**src/rtl/uart_tx_serializer.sv**
```systemverilog
// uart_tx_serializer
//   Transmit half of the UART link. Takes one word per valid/ready handshake
//   and shifts it out as start(0), data LSB first, even parity, stop(1).
//   Owns its own bit-period timer.
//
// Optional build macro: UART_TX_BREAK_EN (adds tx_break line-break control).
//
// Ports
//   clk              system clock, rising edge
//   n_rst            async reset, active low
//   tx_valid         host presents tx_data
//   tx_ready         block accepts tx_data this cycle
//   tx_data          word to send, bit 0 first
//   uart_data_width  data bits per frame (5..UART_DATA_WIDTH, else max)
//   tx               serial line, idles high, registered
//   tx_busy          frame in progress
//   tx_done          1-cycle pulse in the last cycle of the stop bit
//   tx_break         (UART_TX_BREAK_EN only) hold line low while in idle
//
// state    | meaning
// ---------+------------------------------------------------
// S_IDLE   | line high, ready for a word
// S_START  | start bit (0)
// S_DATA   | data bits, shift_reg[0] on the line
// S_PARITY | even parity bit
// S_STOP   | stop bit (1); tx_done in its last cycle
// S_BREAK  | line held low by tx_break (break build only)
module uart_tx_serializer #(
  parameter int CLKS_PER_BIT    = 434,
  parameter int UART_DATA_WIDTH = 8,
  parameter int UART_FRAME_SIZE = $clog2(UART_DATA_WIDTH + 1)
) (
  input  logic                       clk,
  input  logic                       n_rst,
  input  logic                       tx_valid,
  output logic                       tx_ready,
  input  logic [UART_DATA_WIDTH-1:0] tx_data,
  input  logic [UART_FRAME_SIZE-1:0] uart_data_width,
  output logic                       tx,
  output logic                       tx_busy,
  output logic                       tx_done
`ifdef UART_TX_BREAK_EN
  ,
  input  logic                       tx_break
`endif
);

  localparam int CNT_W = $clog2(CLKS_PER_BIT);
  localparam logic [CNT_W-1:0] CNT_LAST = CNT_W'(CLKS_PER_BIT - 1);
  localparam logic [UART_FRAME_SIZE-1:0] W_MAX = UART_FRAME_SIZE'(UART_DATA_WIDTH);
  localparam logic [UART_FRAME_SIZE-1:0] W_MIN = UART_FRAME_SIZE'(5);
  localparam logic [UART_FRAME_SIZE-1:0] ONE   = UART_FRAME_SIZE'(1);

  typedef enum logic [2:0] {
    S_IDLE, S_START, S_DATA, S_PARITY, S_STOP, S_BREAK
  } state_t;

  state_t                     state, state_nx;
  logic [CNT_W-1:0]           bit_cnt, bit_cnt_nx;
  logic [UART_FRAME_SIZE-1:0] data_idx, data_idx_nx;
  logic [UART_FRAME_SIZE-1:0] width_q, width_nx;
  logic [UART_DATA_WIDTH-1:0] shift_reg, shift_nx;
  logic                       parity_q, parity_nx;
  logic                       tx_q, tx_nx;

  logic                       brk;
  logic [UART_FRAME_SIZE-1:0] w_sel;
  logic                       par_sel;
  logic                       bit_end;

`ifdef UART_TX_BREAK_EN
  assign brk = tx_break;
`else
  assign brk = 1'b0;
`endif

  // Out-of-range widths fall back to the full word.
  assign w_sel   = (uart_data_width < W_MIN || uart_data_width > W_MAX) ? W_MAX : uart_data_width;
  assign bit_end = (bit_cnt == CNT_LAST);

  always_comb begin
    par_sel = 1'b0;
    for (int i = 0; i < UART_DATA_WIDTH; i++) begin
      if (i < int'(w_sel)) par_sel = par_sel ^ tx_data[i];
    end
  end

  // Break wins over a pending word, so ready drops as soon as break is seen.
  assign tx_ready = (state == S_IDLE) && !brk;
  assign tx_busy  = (state != S_IDLE) && (state != S_BREAK);
  assign tx_done  = (state == S_STOP) && bit_end;
  assign tx       = tx_q;

  always_comb begin
    state_nx    = state;
    bit_cnt_nx  = bit_cnt;
    data_idx_nx = data_idx;
    width_nx    = width_q;
    shift_nx    = shift_reg;
    parity_nx   = parity_q;
    tx_nx       = tx_q;
    unique case (state)
      S_IDLE: begin
        bit_cnt_nx = '0;
        if (brk) begin
          state_nx = S_BREAK;
          tx_nx    = 1'b0;
        end else if (tx_valid) begin
          state_nx    = S_START;
          data_idx_nx = '0;
          width_nx    = w_sel;
          shift_nx    = tx_data;
          parity_nx   = par_sel;
          tx_nx       = 1'b0;
        end
      end
      S_START: begin
        bit_cnt_nx = bit_cnt + 1'b1;
        if (bit_end) begin
          state_nx   = S_DATA;
          bit_cnt_nx = '0;
          tx_nx      = shift_reg[0];
        end
      end
      S_DATA: begin
        bit_cnt_nx = bit_cnt + 1'b1;
        if (bit_end) begin
          bit_cnt_nx = '0;
          if (data_idx == width_q - ONE) begin
            state_nx = S_PARITY;
            tx_nx    = parity_q;
          end else begin
            data_idx_nx = data_idx + ONE;
            shift_nx    = shift_reg >> 1;
            tx_nx       = shift_reg[1];
          end
        end
      end
      S_PARITY: begin
        bit_cnt_nx = bit_cnt + 1'b1;
        if (bit_end) begin
          state_nx   = S_STOP;
          bit_cnt_nx = '0;
          tx_nx      = 1'b1;
        end
      end
      S_STOP: begin
        bit_cnt_nx = bit_cnt + 1'b1;
        if (bit_end) begin
          state_nx   = S_IDLE;
          bit_cnt_nx = '0;
        end
      end
      S_BREAK: begin
        bit_cnt_nx = '0;
        if (!brk) begin
          state_nx = S_IDLE;
          tx_nx    = 1'b1;
        end
      end
      default: begin
        state_nx   = S_IDLE;
        bit_cnt_nx = '0;
        tx_nx      = 1'b1;
      end
    endcase
  end

  always_ff @(posedge clk or negedge n_rst) begin
    if (!n_rst) begin
      state     <= S_IDLE;
      bit_cnt   <= '0;
      data_idx  <= '0;
      width_q   <= '0;
      shift_reg <= '0;
      parity_q  <= 1'b0;
      tx_q      <= 1'b1;
    end else begin
      state     <= state_nx;
      bit_cnt   <= bit_cnt_nx;
      data_idx  <= data_idx_nx;
      width_q   <= width_nx;
      shift_reg <= shift_nx;
      parity_q  <= parity_nx;
      tx_q      <= tx_nx;
    end
  end

endmodule
```
**config.mk**
```make
export PLATFORM = sky130hd
export DESIGN_NAME = uart_tx_serializer
export DESIGN_NICKNAME = d
export VERILOG_FILES = /design/src/rtl/uart_tx_serializer.sv
export SDC_FILE = /design/constraint.sdc
export NUM_CORES = 1
export LEC_CHECK = 0
export ABC_AREA = 1
export BUFFER_PORTS_ARGS = -buffer_cell sky130_fd_sc_hd__clkbuf_2
export CORE_ASPECT_RATIO = 1.75
export CORE_MARGIN = 3
export CORE_UTILIZATION = 46
export CTS_CLUSTER_SIZE = 16
export DETAILED_ROUTE_END_ITERATION = 7
export GPL_TIMING_DRIVEN = 1
export PLACE_DENSITY_LB_ADDON = 0.1
export SYNTH_ARGS = -nofsm -noshare
export SYNTH_HDL_FRONTEND = slang
export SYNTH_SLANG_ARGS = --single-unit
```
**constraint.sdc**
```tcl
create_clock -name clk -period 2.04 [get_ports clk]
set_input_delay 0.408 -clock clk [delete_from_list [all_inputs] [get_ports clk]]
set_output_delay 0.408 -clock clk [all_outputs]
set_load 0.01 [all_outputs]
```
==> impl_metrics.xml <==
<?xml version="1.0" encoding="UTF-8"?>
<metrics>
  <group name="floorplan">
    <metric name="floorplan.core_area" unit="um2">3940</metric>
    <metric name="io_pins" unit="">19</metric>
    <metric name="floorplan.initialDensity" unit="%">48.1</metric>
    <metric name="die_x" unit="um">54.5</metric>
    <metric name="die_h" unit="um">90.9</metric>
    <metric name="core.rowCount" unit="">30</metric>
    <metric name="die_area" unit="um2">4960</metric>
  </group>
  <group name="global_routing">
    <metric name="grt_use_total" unit="%">18.1</metric>
    <metric name="grt_start_max_net_pins" unit="">31</metric>
    <metric name="grt-ovfl-total" unit="">0</metric>
    <metric name="antenna_found_initial" unit="">0</metric>
    <metric name="grt_first_pass_wirelength" unit="um">6640</metric>
    <metric name="number_of_global_route_vias_before_repair" unit="">1626</metric>
  </group>
  <group name="logic_synthesis">
    <metric name="yosys-mux-area-fraction" unit="%">0</metric>
    <metric name="ys_seq_area_share" unit="%">39.7</metric>
    <metric name="ys_ff_latch" unit="">30</metric>
    <metric name="synth_top_family_by_area" unit="">simple AND/OR/NAND/NOR gates</metric>
    <metric name="syn_avg_cell_area" unit="um2">7.02</metric>
    <metric name="yosys.area_share.simple" unit="%">38.6</metric>
    <metric name="adder_and_majority_cell_fraction_of_the_synthesized_area" unit="%">2.64</metric>
    <metric name="dominantRegCellSynth" unit="">dfrtp_1</metric>
    <metric name="ys_warn_count" unit="">0</metric>
    <metric name="synth_fp_nets" unit="">289</metric>
    <metric name="synth-compound-area-share" unit="%">6.40</metric>
    <metric name="post_synth_inst_count" unit="">270</metric>
    <metric name="netlist-cell-type-count" unit="">28</metric>
    <metric name="synth-xor-area-share" unit="%">3.70</metric>
    <metric name="synthesis.area" unit="um2">1900</metric>
    <metric name="synth_edf_count" unit="">0</metric>
    <metric name="async_reset_ff_share" unit="%">100</metric>
  </group>
  <group name="pwr">
    <metric name="leakage" unit="nW">1.17</metric>
    <metric name="powerDensity" unit="nW/um2">548</metric>
    <metric name="ir_worst_vdd" unit="mV">0.370</metric>
    <metric name="power" unit="W">0.00116</metric>
  </group>
  <group name="detailed_routing">
    <metric name="met2WireLength" unit="um">2080</metric>
    <metric name="avgViaCountPerCell" unit="">4.99</metric>
    <metric name="first_iteration_detailed_routing_drc_count" unit="">32</metric>
    <metric name="wl_cell" unit="um">11.0</metric>
    <metric name="remaining_drc_errors" unit="">0</metric>
    <metric name="detail_route.first_pass.iterations" unit="">4</metric>
    <metric name="total_via_count_after_detailed_routing" unit="">1716</metric>
    <metric name="highest_layer" unit="">met4</metric>
    <metric name="wl_met3" unit="um">112</metric>
    <metric name="wirelength" unit="um">3800</metric>
    <metric name="final_antenna_violating_net_count" unit="">0</metric>
    <metric name="drt-met1-wl" unit="um">1530</metric>
  </group>
  <group name="cells_and_area">
    <metric name="layoutNonFillerInstCount" unit="">344</metric>
    <metric name="fill_cells" unit="">404</metric>
    <metric name="layout.nets" unit="">314</metric>
    <metric name="layout_commonest_cell" unit="">nand2_1</metric>
    <metric name="diodes" unit="">0</metric>
    <metric name="leading_cell_types_in_the_layout_fill_and_taps_excluded" unit="">nand2_1, inv_1, nand3_1, dfrtp_1, nor2_1</metric>
    <metric name="area.growth.synth_to_final" unit="%">12.1</metric>
    <metric name="largest_register_ffs" unit="">9</metric>
    <metric name="fin_util" unit="%">53.9</metric>
    <metric name="drive_above_1_share" unit="%">14.5</metric>
  </group>
  <group name="clock_tree">
    <metric name="number_of_levels_the_h_tree_was_split_into" unit="">2</metric>
    <metric name="clock-sinks" unit="">30</metric>
    <metric name="post_cts_hold_buffer_count" unit="">0</metric>
    <metric name="max-clock-path-buffers" unit="">2</metric>
    <metric name="clk_pin_slew" unit="ns">0.06</metric>
    <metric name="clk_latency" unit="ns">0.28</metric>
    <metric name="cts_buffers" unit="">5</metric>
    <metric name="cts_tree" unit="">built</metric>
    <metric name="cts_root_buffer" unit="">clkbuf_8</metric>
  </group>
  <group name="sta">
    <metric name="tightest_slew" unit="ns">0.745</metric>
    <metric name="finalHoldWorstSlack" unit="ns">0.178</metric>
    <metric name="timing.final.max_slew_violations" unit="">0</metric>
    <metric name="unrepaired_setup_endpoints_after_global_routing" unit="">false</metric>
    <metric name="report.final.setup_viol" unit="">0</metric>
    <metric name="fmax" unit="MHz">544</metric>
    <metric name="finalClockSkew" unit="ns">0.00573</metric>
    <metric name="finalHoldViolations" unit="">0</metric>
    <metric name="finalWorstPathRequiredPeriod" unit="ns">1.84</metric>
    <metric name="timing.setup.tns" unit="ns">0</metric>
    <metric name="period_share" unit="%">90.1</metric>
    <metric name="max_slew_margin" unit="%">50.4</metric>
  </group>
  <group name="worst_setup_path">
    <metric name="worst_setup_path_start_kind" unit="">register</metric>
    <metric name="crit_path_capture_type" unit="">output port</metric>
    <metric name="timing.setup.critical_path_class" unit="">register to output port</metric>
    <metric name="timing.critical_path.fanout_max" unit="">2</metric>
    <metric name="arrival" unit="ns">1.43</metric>
    <metric name="crit_required" unit="ns">1.63</metric>
  </group>
  <group name="placed_design">
    <metric name="dp_hpwl" unit="um">2920</metric>
    <metric name="place_congestion" unit="">0.801</metric>
    <metric name="port_buffers" unit="">18</metric>
    <metric name="placed_cell_count" unit="">333</metric>
  </group>
  <group name="min_path">
    <metric name="hold_path.class" unit="">primary input to asynchronous set/reset pin</metric>
  </group>
  <group name="status">
    <metric name="outcome" unit="">complete, no violations</metric>
  </group>
  <group name="run">
    <metric name="max_cap_viol_count" unit="">0</metric>
  </group>
</metrics>
==> cells by family after synthesis <==
logic type | Yosys count
AO/OA/AOI/OAI | 20
XOR/XNOR | 8
adder cells (fa/ha/maj) | 4
buffers and inverters | 40
flip-flops | 30
AND/OR/NAND/NOR | 168
==> layout make-up <==
cell class | instances | area (um2) | share of cell area [%]
multi-input cells | 200 | 973 | 45.8
flip-flops and latches | 30 | 752 | 35.4
inverters | 35 | 131 | 6.18
repair buffers | 23 | 128 | 6.01
clock buffers | 8 | 80.1 | 3.77
well taps | 48 | 60.1 | 2.83
==> power breakdown <==
group	switching (W)	internal, W
sequential	0.00000577	0.000604
clock	0.000213	0.000242
combinational	0.0000629	0.0000376
==> synth_stat cells (2+ instances only) <==
cell | count | area share, %
inv_2 | 3 | 0.59
o21ai_0 | 10 | 2.6
nand4_1 | 2 | 0.66
a31oi_1 | 2 | 0.66
nand2_4 | 2 | 1.2
inv_1 | 32 | 6.3
xor2_1 | 5 | 2.3
xnor2_1 | 3 | 1.4
nand2_2 | 4 | 1.3
buf_4 | 3 | 1.2
ha_1 | 4 | 2.6
a21oi_1 | 5 | 1.3
dfrtp_1 | 29 | 38
nor3_1 | 3 | 0.79
nand3_1 | 30 | 7.9
nor2_1 | 23 | 4.6
nand3b_1 | 2 | 0.79
nor2_2 | 2 | 0.66
nand2_1 | 97 | 19
==> worst max-delay path, cell delays in order (launching register included) <==
cell	delay, ns
dfrtp_1	0.38
inv_1	0.06
ha_1	0.14
nand2_1	0.07
nor3_1	0.12
nand4_1	0.12
nor2_1	0.12
clkbuf_2	0.13
==> path summary, 6_finish.rpt <==
kind                              start  cells after the start            to  slack [ns]
max                          bit_cnt[1]                      7       tx_done        0.20
min                               n_rst                      1    bit_cnt[0]        0.18
min in group clk             tx_data[7]                      3  shift_reg[7]        0.37
min reg2reg                shift_reg[5]                      2  shift_reg[5]        0.47
max in group asynchronous         n_rst                      1      parity_q        1.38
max reg2reg                  width_q[0]                     13  shift_reg[3]        0.25
==> per-layer routing <==
metal / vias to the layer above / GRT usage [%]
li1: 895 / -
met1: 787 / 19.7
met2: 28 / 31.7
met3: 6 / 3.97
met4: 0 / 7.48
met5: - / 0
==> what timing repair did <==
action	CTS	global route
setup buffers	0	3
setup endpoints to repair	0	1
gates resized for setup	0	0
==> stage by stage <==
stage / setup WS (ns) / cell area, um2
global placement: 0.286 / 2020
CTS: 0.157 / 2100
finish: 0.203 / 2120
floorplan: 0.416 / 1900
global route: 0.00987 / 2120
detailed placement: 0.237 / 2020
No activity file was read; power rests on OpenSTA's default activity.
